<file path="config.mk">
export PLATFORM = sky130hd
export DESIGN_NAME = multi_digit_seven_segment_scanner
export DESIGN_NICKNAME = d
export VERILOG_FILES = /design/src/rtl/seven_seg_pkg.sv /design/src/rtl/hex_nibble_to_segments.sv /design/src/rtl/multi_digit_seven_segment_scanner.sv
export SDC_FILE = /design/constraint.sdc
export NUM_CORES = 1
export LEC_CHECK = 0
export BUFFER_PORTS_ARGS = -buffer_cell sky130_fd_sc_hd__clkbuf_2
export CORE_MARGIN = 5
export CORE_UTILIZATION = 60
export DETAILED_ROUTE_END_ITERATION = 7
export PLACE_DENSITY = 0.89
export SLEW_MARGIN = 20
export SYNTH_ARGS = -nofsm -noshare
export SYNTH_HDL_FRONTEND = slang
export SYNTH_SLANG_ARGS = --single-unit
</file>
<file path="constraint.sdc">
create_clock -name i_Clk -period 5.4 [get_ports i_Clk]
set_input_delay 0 -clock i_Clk [delete_from_list [all_inputs] [get_ports i_Clk]]
set_output_delay 0 -clock i_Clk [all_outputs]
set_load 0.005 [all_outputs]
</file>
<file path="src/rtl/seven_seg_pkg.sv">
// Shared segment constants for the seven-segment scanner: pattern table
// (lit=1, bit0=A .. bit6=G) and the pin polarity helper.
package seven_seg_pkg;

    localparam int SEG_W = 7;

    // Entry n is the lit pattern for hex digit n; listed from F down to 0.
    localparam logic [15:0][SEG_W-1:0] SEG_TABLE = {
        7'h71, 7'h79, 7'h5E, 7'h39, 7'h7C, 7'h77, 7'h6F, 7'h7F,
        7'h07, 7'h7D, 7'h6D, 7'h66, 7'h4F, 7'h5B, 7'h06, 7'h3F
    };

    function automatic logic [SEG_W-1:0] seg_polarity(
        input logic [SEG_W-1:0] pattern,
        input logic             active_low
    );
        seg_polarity = active_low ? ~pattern : pattern;
    endfunction

endpackage

</file>
<file path="src/rtl/hex_nibble_to_segments.sv">
// Combinational hex nibble to seven-segment lit pattern lookup.
module hex_nibble_to_segments
    import seven_seg_pkg::*;
(
    input  logic [3:0]       nibble,
    output logic [SEG_W-1:0] pattern
);

    assign pattern = SEG_TABLE[nibble];

endmodule

</file>
<file path="src/rtl/multi_digit_seven_segment_scanner.sv">
// Time-multiplexed N-digit seven-segment driver with per-slot blanking and
// frame-aligned word commit. Optional macro: LEADING_ZERO_BLANK_EN.
module multi_digit_seven_segment_scanner
    import seven_seg_pkg::*;
#(
    parameter int NUM_DIGITS     = 4,
    parameter int CLKS_PER_DIGIT = 25000,
    parameter int BLANK_CLKS     = 250,
    parameter int ACTIVE_LOW     = 1
) (
    input  logic                    i_Clk,
    input  logic                    i_Rst_L,
    input  logic [4*NUM_DIGITS-1:0] i_Data,
    input  logic                    i_Load,
    output logic                    o_Pending,
    output logic [SEG_W-1:0]        o_Segments,
    output logic [NUM_DIGITS-1:0]   o_Digit_En,
    output logic                    o_Frame_Tick
);

    localparam int DATA_W = 4 * NUM_DIGITS;
    localparam int CNT_W  = $clog2(CLKS_PER_DIGIT);
    localparam int IDX_W  = (NUM_DIGITS > 1) ? $clog2(NUM_DIGITS) : 1;
    localparam logic POL  = (ACTIVE_LOW != 0);

    localparam logic [CNT_W-1:0] CNT_LAST  = CNT_W'(CLKS_PER_DIGIT - 1);
    localparam logic [CNT_W-1:0] CNT_BLANK = CNT_W'(BLANK_CLKS);
    localparam logic [IDX_W-1:0] IDX_LAST  = IDX_W'(NUM_DIGITS - 1);

    logic [CNT_W-1:0]      cnt_r;
    logic [IDX_W-1:0]      idx_r;
    logic [DATA_W-1:0]     disp_r;
    logic [DATA_W-1:0]     pend_data_r;
    logic                  pend_r;
    logic [SEG_W-1:0]      seg_r;
    logic [NUM_DIGITS-1:0] dig_r;
    logic                  tick_r;

    logic [CNT_W-1:0]      cnt_nxt_s;
    logic [IDX_W-1:0]      idx_nxt_s;
    logic                  slot_end_s;
    logic                  wrap_s;
    logic                  blank_s;
    logic                  lzb_s;
    logic [3:0]            nib_s;
    logic [SEG_W-1:0]      dec_s;
    logic [SEG_W-1:0]      seg_lit_s;
    logic [NUM_DIGITS-1:0] dig_lit_s;

    // Slot counter and digit index next-state.
    always_comb begin
        slot_end_s = (cnt_r == CNT_LAST);
        wrap_s     = slot_end_s && (idx_r == IDX_LAST);
        if (slot_end_s) begin
            cnt_nxt_s = {CNT_W{1'b0}};
            idx_nxt_s = (idx_r == IDX_LAST) ? {IDX_W{1'b0}} : idx_r + IDX_W'(1);
        end else begin
            cnt_nxt_s = cnt_r + CNT_W'(1);
            idx_nxt_s = idx_r;
        end
    end

    // Select the display nibble for the digit currently being scanned.
    always_comb begin
        nib_s = 4'h0;
        for (int d = 0; d < NUM_DIGITS; d++) begin
            nib_s = (idx_r == IDX_W'(d)) ? disp_r[d*4 +: 4] : nib_s;
        end
    end

`ifdef LEADING_ZERO_BLANK_EN
    logic zero_above_s;

    // Blank a digit whose nibble and every more-significant nibble are zero.
    always_comb begin
        zero_above_s = 1'b1;
        lzb_s        = 1'b0;
        for (int d = NUM_DIGITS - 1; d > 0; d--) begin
            zero_above_s = zero_above_s & (disp_r[d*4 +: 4] == 4'h0);
            lzb_s        = (idx_r == IDX_W'(d)) ? zero_above_s : lzb_s;
        end
    end
`else
    assign lzb_s = 1'b0;
`endif

    hex_nibble_to_segments u_decode (
        .nibble  (nib_s),
        .pattern (dec_s)
    );

    // Logical (lit=1) pin values for the current counter/index state.
    always_comb begin
        blank_s = (cnt_r < CNT_BLANK);
        if (blank_s) begin
            dig_lit_s = {NUM_DIGITS{1'b0}};
            seg_lit_s = {SEG_W{1'b0}};
        end else begin
            dig_lit_s = NUM_DIGITS'(1) << idx_r;
            seg_lit_s = lzb_s ? {SEG_W{1'b0}} : dec_s;
        end
    end

    // Scan position registers.
    always_ff @(posedge i_Clk or negedge i_Rst_L) begin
        if (!i_Rst_L) begin
            cnt_r <= {CNT_W{1'b0}};
            idx_r <= {IDX_W{1'b0}};
        end else begin
            cnt_r <= cnt_nxt_s;
            idx_r <= idx_nxt_s;
        end
    end

    // Pending capture and frame-aligned commit; a load on the wrap edge
    // lands in pending while the older pending word is committed.
    always_ff @(posedge i_Clk or negedge i_Rst_L) begin
        if (!i_Rst_L) begin
            disp_r      <= {DATA_W{1'b0}};
            pend_data_r <= {DATA_W{1'b0}};
            pend_r      <= 1'b0;
        end else begin
            if (wrap_s && pend_r) begin
                disp_r <= pend_data_r;
            end else begin
                disp_r <= disp_r;
            end
            if (i_Load) begin
                pend_data_r <= i_Data;
                pend_r      <= 1'b1;
            end else if (wrap_s) begin
                pend_data_r <= pend_data_r;
                pend_r      <= 1'b0;
            end else begin
                pend_data_r <= pend_data_r;
                pend_r      <= pend_r;
            end
        end
    end

    // Registered pins, one clock behind the scan state.
    always_ff @(posedge i_Clk or negedge i_Rst_L) begin
        if (!i_Rst_L) begin
            seg_r  <= seg_polarity({SEG_W{1'b0}}, POL);
            dig_r  <= {NUM_DIGITS{POL}};
            tick_r <= 1'b0;
        end else begin
            seg_r  <= seg_polarity(seg_lit_s, POL);
            dig_r  <= dig_lit_s ^ {NUM_DIGITS{POL}};
            tick_r <= wrap_s;
        end
    end

    assign o_Pending    = pend_r;
    assign o_Segments   = seg_r;
    assign o_Digit_En   = dig_r;
    assign o_Frame_Tick = tick_r;

endmodule

</file>
==> results.sh <==
export IMPL_status="finished, final reports clean"
export IMPL_post_place_cells=305
export IMPL_dieHeight_um=78.9
export IMPL_syn_to_final_growth_pct=20.1
export IMPL_avgViaCountPerCell=5.57
export IMPL_routabilityCongestion=0.803
export IMPL_yosys_area_share_simple_pct=12.1
export IMPL_worstHoldPathCells=2
export IMPL_wire_per_inst_um=15.8
export IMPL_synth_xor_area_share_pct=4.00
export IMPL_clkSinkCount=62
export IMPL_synth_top_area_share_pct=44.8
export IMPL_clkTransAtPathRegs_ps=60
export IMPL_final_area_um2=3420
export IMPL_endpoint_kind="register"
export IMPL_placed_cell_area_um2=3030
export IMPL_grtUsageTotal_pct=19.6
export IMPL_ir_drop_v=0.000264
export IMPL_tns_ps=0
export IMPL_rsz0062_at_grt="false"
export IMPL_grt_overflow_total=0
export IMPL_cp_top_family="simple AND/OR/NAND/NOR gates"
export IMPL_syn_num_nets=256
export IMPL_ys_types=40
export IMPL_fin_worst_skew_ps=6.65
export IMPL_critPathArrivalTime_ps=3550
export IMPL_start_kind="register"
export IMPL_synth_edf_count=0
export IMPL_cts_tree="yes"
export IMPL_slowest_delay_ps=860
export IMPL_drt_initial_drc_count=108
export IMPL_cts_buffer_depth=2
export IMPL_path_max_fanout=16
export IMPL_clock_latency_ps=340
export IMPL_antenna_found_initial=0
export IMPL_cts_max_level=3
export IMPL_initial_utilization_pct=61.1
export IMPL_min_from="i_Load"
export IMPL_r2r_end="disp_r[4]"
export IMPL_synthFlopType="dfrtp_1"
export IMPL_final_nets=309
export IMPL_hold_viol=0
export IMPL_min_period_over_period_pct=61.5
export IMPL_r2r_start="cnt_r[11]"
export IMPL_ys_seq_elements=62
export IMPL_die_area_um2=6220
export IMPL_cp_num_buf_inv=0
export IMPL_p_per_area_nw_per_um2=280
export IMPL_io_pin_count=32
export IMPL_netlist_area_um2=2850
export IMPL_die_x_um=78.9
export IMPL_crit_path_top_delay_cell="and3_1"
export IMPL_clockRootBuffer="clkbuf_8"
export IMPL_cts_setup_buffers=0
export IMPL_fin_util_pct=73.4
export IMPL_r2r_setup_slack_ps=2080
export IMPL_totalWireLength_um=5360
export IMPL_max_freq_mhz=301
export IMPL_final_cells=338
export IMPL_synth_warnings=0
export IMPL_min_to="o_Pending"
export IMPL_cp_cell_sequence="nor4_2 -> or4b_4 -> nor4_4 -> and3_1 -> mux2_2"
export IMPL_hp_class="input port to register"
export IMPL_dr_pass1_iters=4
export IMPL_core_area_um2=4660
export IMPL_num_antenna_cells=0
export IMPL_synthTopCellsByArea="dfrtp_1 (45%), dfstp_2 (10%), mux2_2 (8.7%)"
export IMPL_synth_common_cells="dfrtp_1 (51), mux2_2 (22), nand2_1 (18)"
export IMPL_synthAdderAreaFrac_pct=4.83
export IMPL_rows=25
export IMPL_critPathRequiredTime_ps=5620
export IMPL_drive_gt1_share_pct=33.8
export IMPL_cts_buffers_inserted=9
export IMPL_grt_pass1_vias=2002
export IMPL_period_needed_ps=3320
export IMPL_grt_pass1_wl_um=9340
export IMPL_finalSetupViolCount=0
export IMPL_vias=1882
export IMPL_synth_top_area_cell="dfrtp_1"
export IMPL_synth_mux_area_share_pct=15.0
export IMPL_relSlewSlack_pct=29.9
export IMPL_ant_nets=0
export IMPL_p_leak_nw=1.52
export IMPL_drv_slew=0
export IMPL_synth_compound_area_share_pct=5.89
export IMPL_syn_instance_count=226
export IMPL_synth_top_family_by_area="multiplexers"
export IMPL_critical_path_class="register to register"
export IMPL_yosysSeqAreaShare_pct=55.0
export IMPL_maxCapViolations=0
export IMPL_dpl_hpwl_um=3430
export IMPL_reg2reg_depth=5
export IMPL_async_flop_share_pct=100
export IMPL_portBuffers=31
export IMPL_synth_most_common_cell="dfrtp_1"
export IMPL_avgSynthCellArea_um2=12.6
export IMPL_grt_max_degree=63
export IMPL_drc=0
export IMPL_tightestPinTransition_ps=1040
==> worst max path at each step <==
stage | startpoint | end | slack [ps] | cells after the start
final | cnt_r[11] | disp_r[4] | 2080 | 5
after global placement | cnt_r[11] | disp_r[1] | 2250 | 5
after global routing | cnt_r[11] | disp_r[3] | 1870 | 5
after CTS | cnt_r[11] | disp_r[4] | 2060 | 5
after floorplan | cnt_r[11] | disp_r[10] | 3020 | 7
after detailed placement | cnt_r[11] | disp_r[4] | 2080 | 5
==> cell families after synthesis <==
logic type / count (synthesis)
simple gates: 64
fa+ha+maj: 11
compound gates: 23
mux: 35
buf+inv: 18
xor+xnor: 13
flops: 62
==> worst reg2reg max path, stage by stage, from the launching register on <==
cell and delay, ps:
dfrtp_1 430, nor4_2 340, or4b_4 510, nor4_4 640, and3_1 870, mux2_2 420
==> report_power, final <==
group / leakage [nW] / switching [mW] / internal [mW]
logic: 0.637 / 0.0172 / 0.0238
registers: 0.772 / 0.00765 / 0.477
clock network: 0.115 / 0.171 / 0.262
total: 1.52 / 0.195 / 0.763
==> state kept, by name, summed over array words and instances, names as in the netlist <==
| register | cells |
|---|---|
| o_Pending | 1 |
| o_Digit_En | 4 |
| o_Frame_Tick | 1 |
| disp_r | 16 |
| cnt_r | 15 |
| o_Segments | 7 |
| idx_r | 2 |
| pend_data_r | 16 |
==> layout make-up <==
type	count	area [um2]
sequential	62	1570
fill	308	1240
inverter	10	37.5
timing repair buffer	50	340
clock buffer	13	179
tap	54	67.6
multi-input combinational	146	1190
clock inverter	3	40.0
==> per-stage QoR <==
stage | setup WS (ps) | power, mW | hold slack (ps)
after detailed placement | 2080 | 0.523 | 191
final | 2080 | 0.958 | 162
after global placement | 2250 | 0.521 | 192
after CTS | 2060 | 0.964 | 157
after floorplan | 3020 | 0.504 | -296
after global routing | 1870 | 0.991 | 205
==> cells in the final DEF (no fill, tap or decap), types with 4 or more instances in the layout <==
master         instances
nor2_1                15
dfstp_2               11
o21ai_0                5
nor2b_1                4
mux2_2                22
dlygate4sd3_1         17
inv_1                 10
xor2_1                 6
ha_1                  11
dfrtp_1               51
xnor2_1                7
clkbuf_2              31
clkbuf_8              13
nor3b_1                4
nand2_1               18
nand3_1                7
mux2_4                10
==> routing by layer <==
| layer | vias to the layer above | global-route usage (%) | share of wire [%] | wire length, um |
|---|---|---|---|---|
| met5 | - | 0 | 0 | 0 |
| met4 | 0 | 11.2 | 3.0 | 163 |
| met3 | 14 | 4.20 | 4.1 | 222 |
| met2 | 49 | 32.0 | 50 | 2700 |
| met1 | 925 | 24.1 | 42 | 2270 |
| li1 | 894 | - | - | - |
==> what timing repair did <==
| item | 4_1_cts | 5_1_grt |
|---|---|---|
| hold endpoints to repair | 67 | 0 |
| gates resized for setup | 0 | 0 |
| hold buffers | 17 | 0 |
Note: power is estimated with default switching activity, not from simulation.
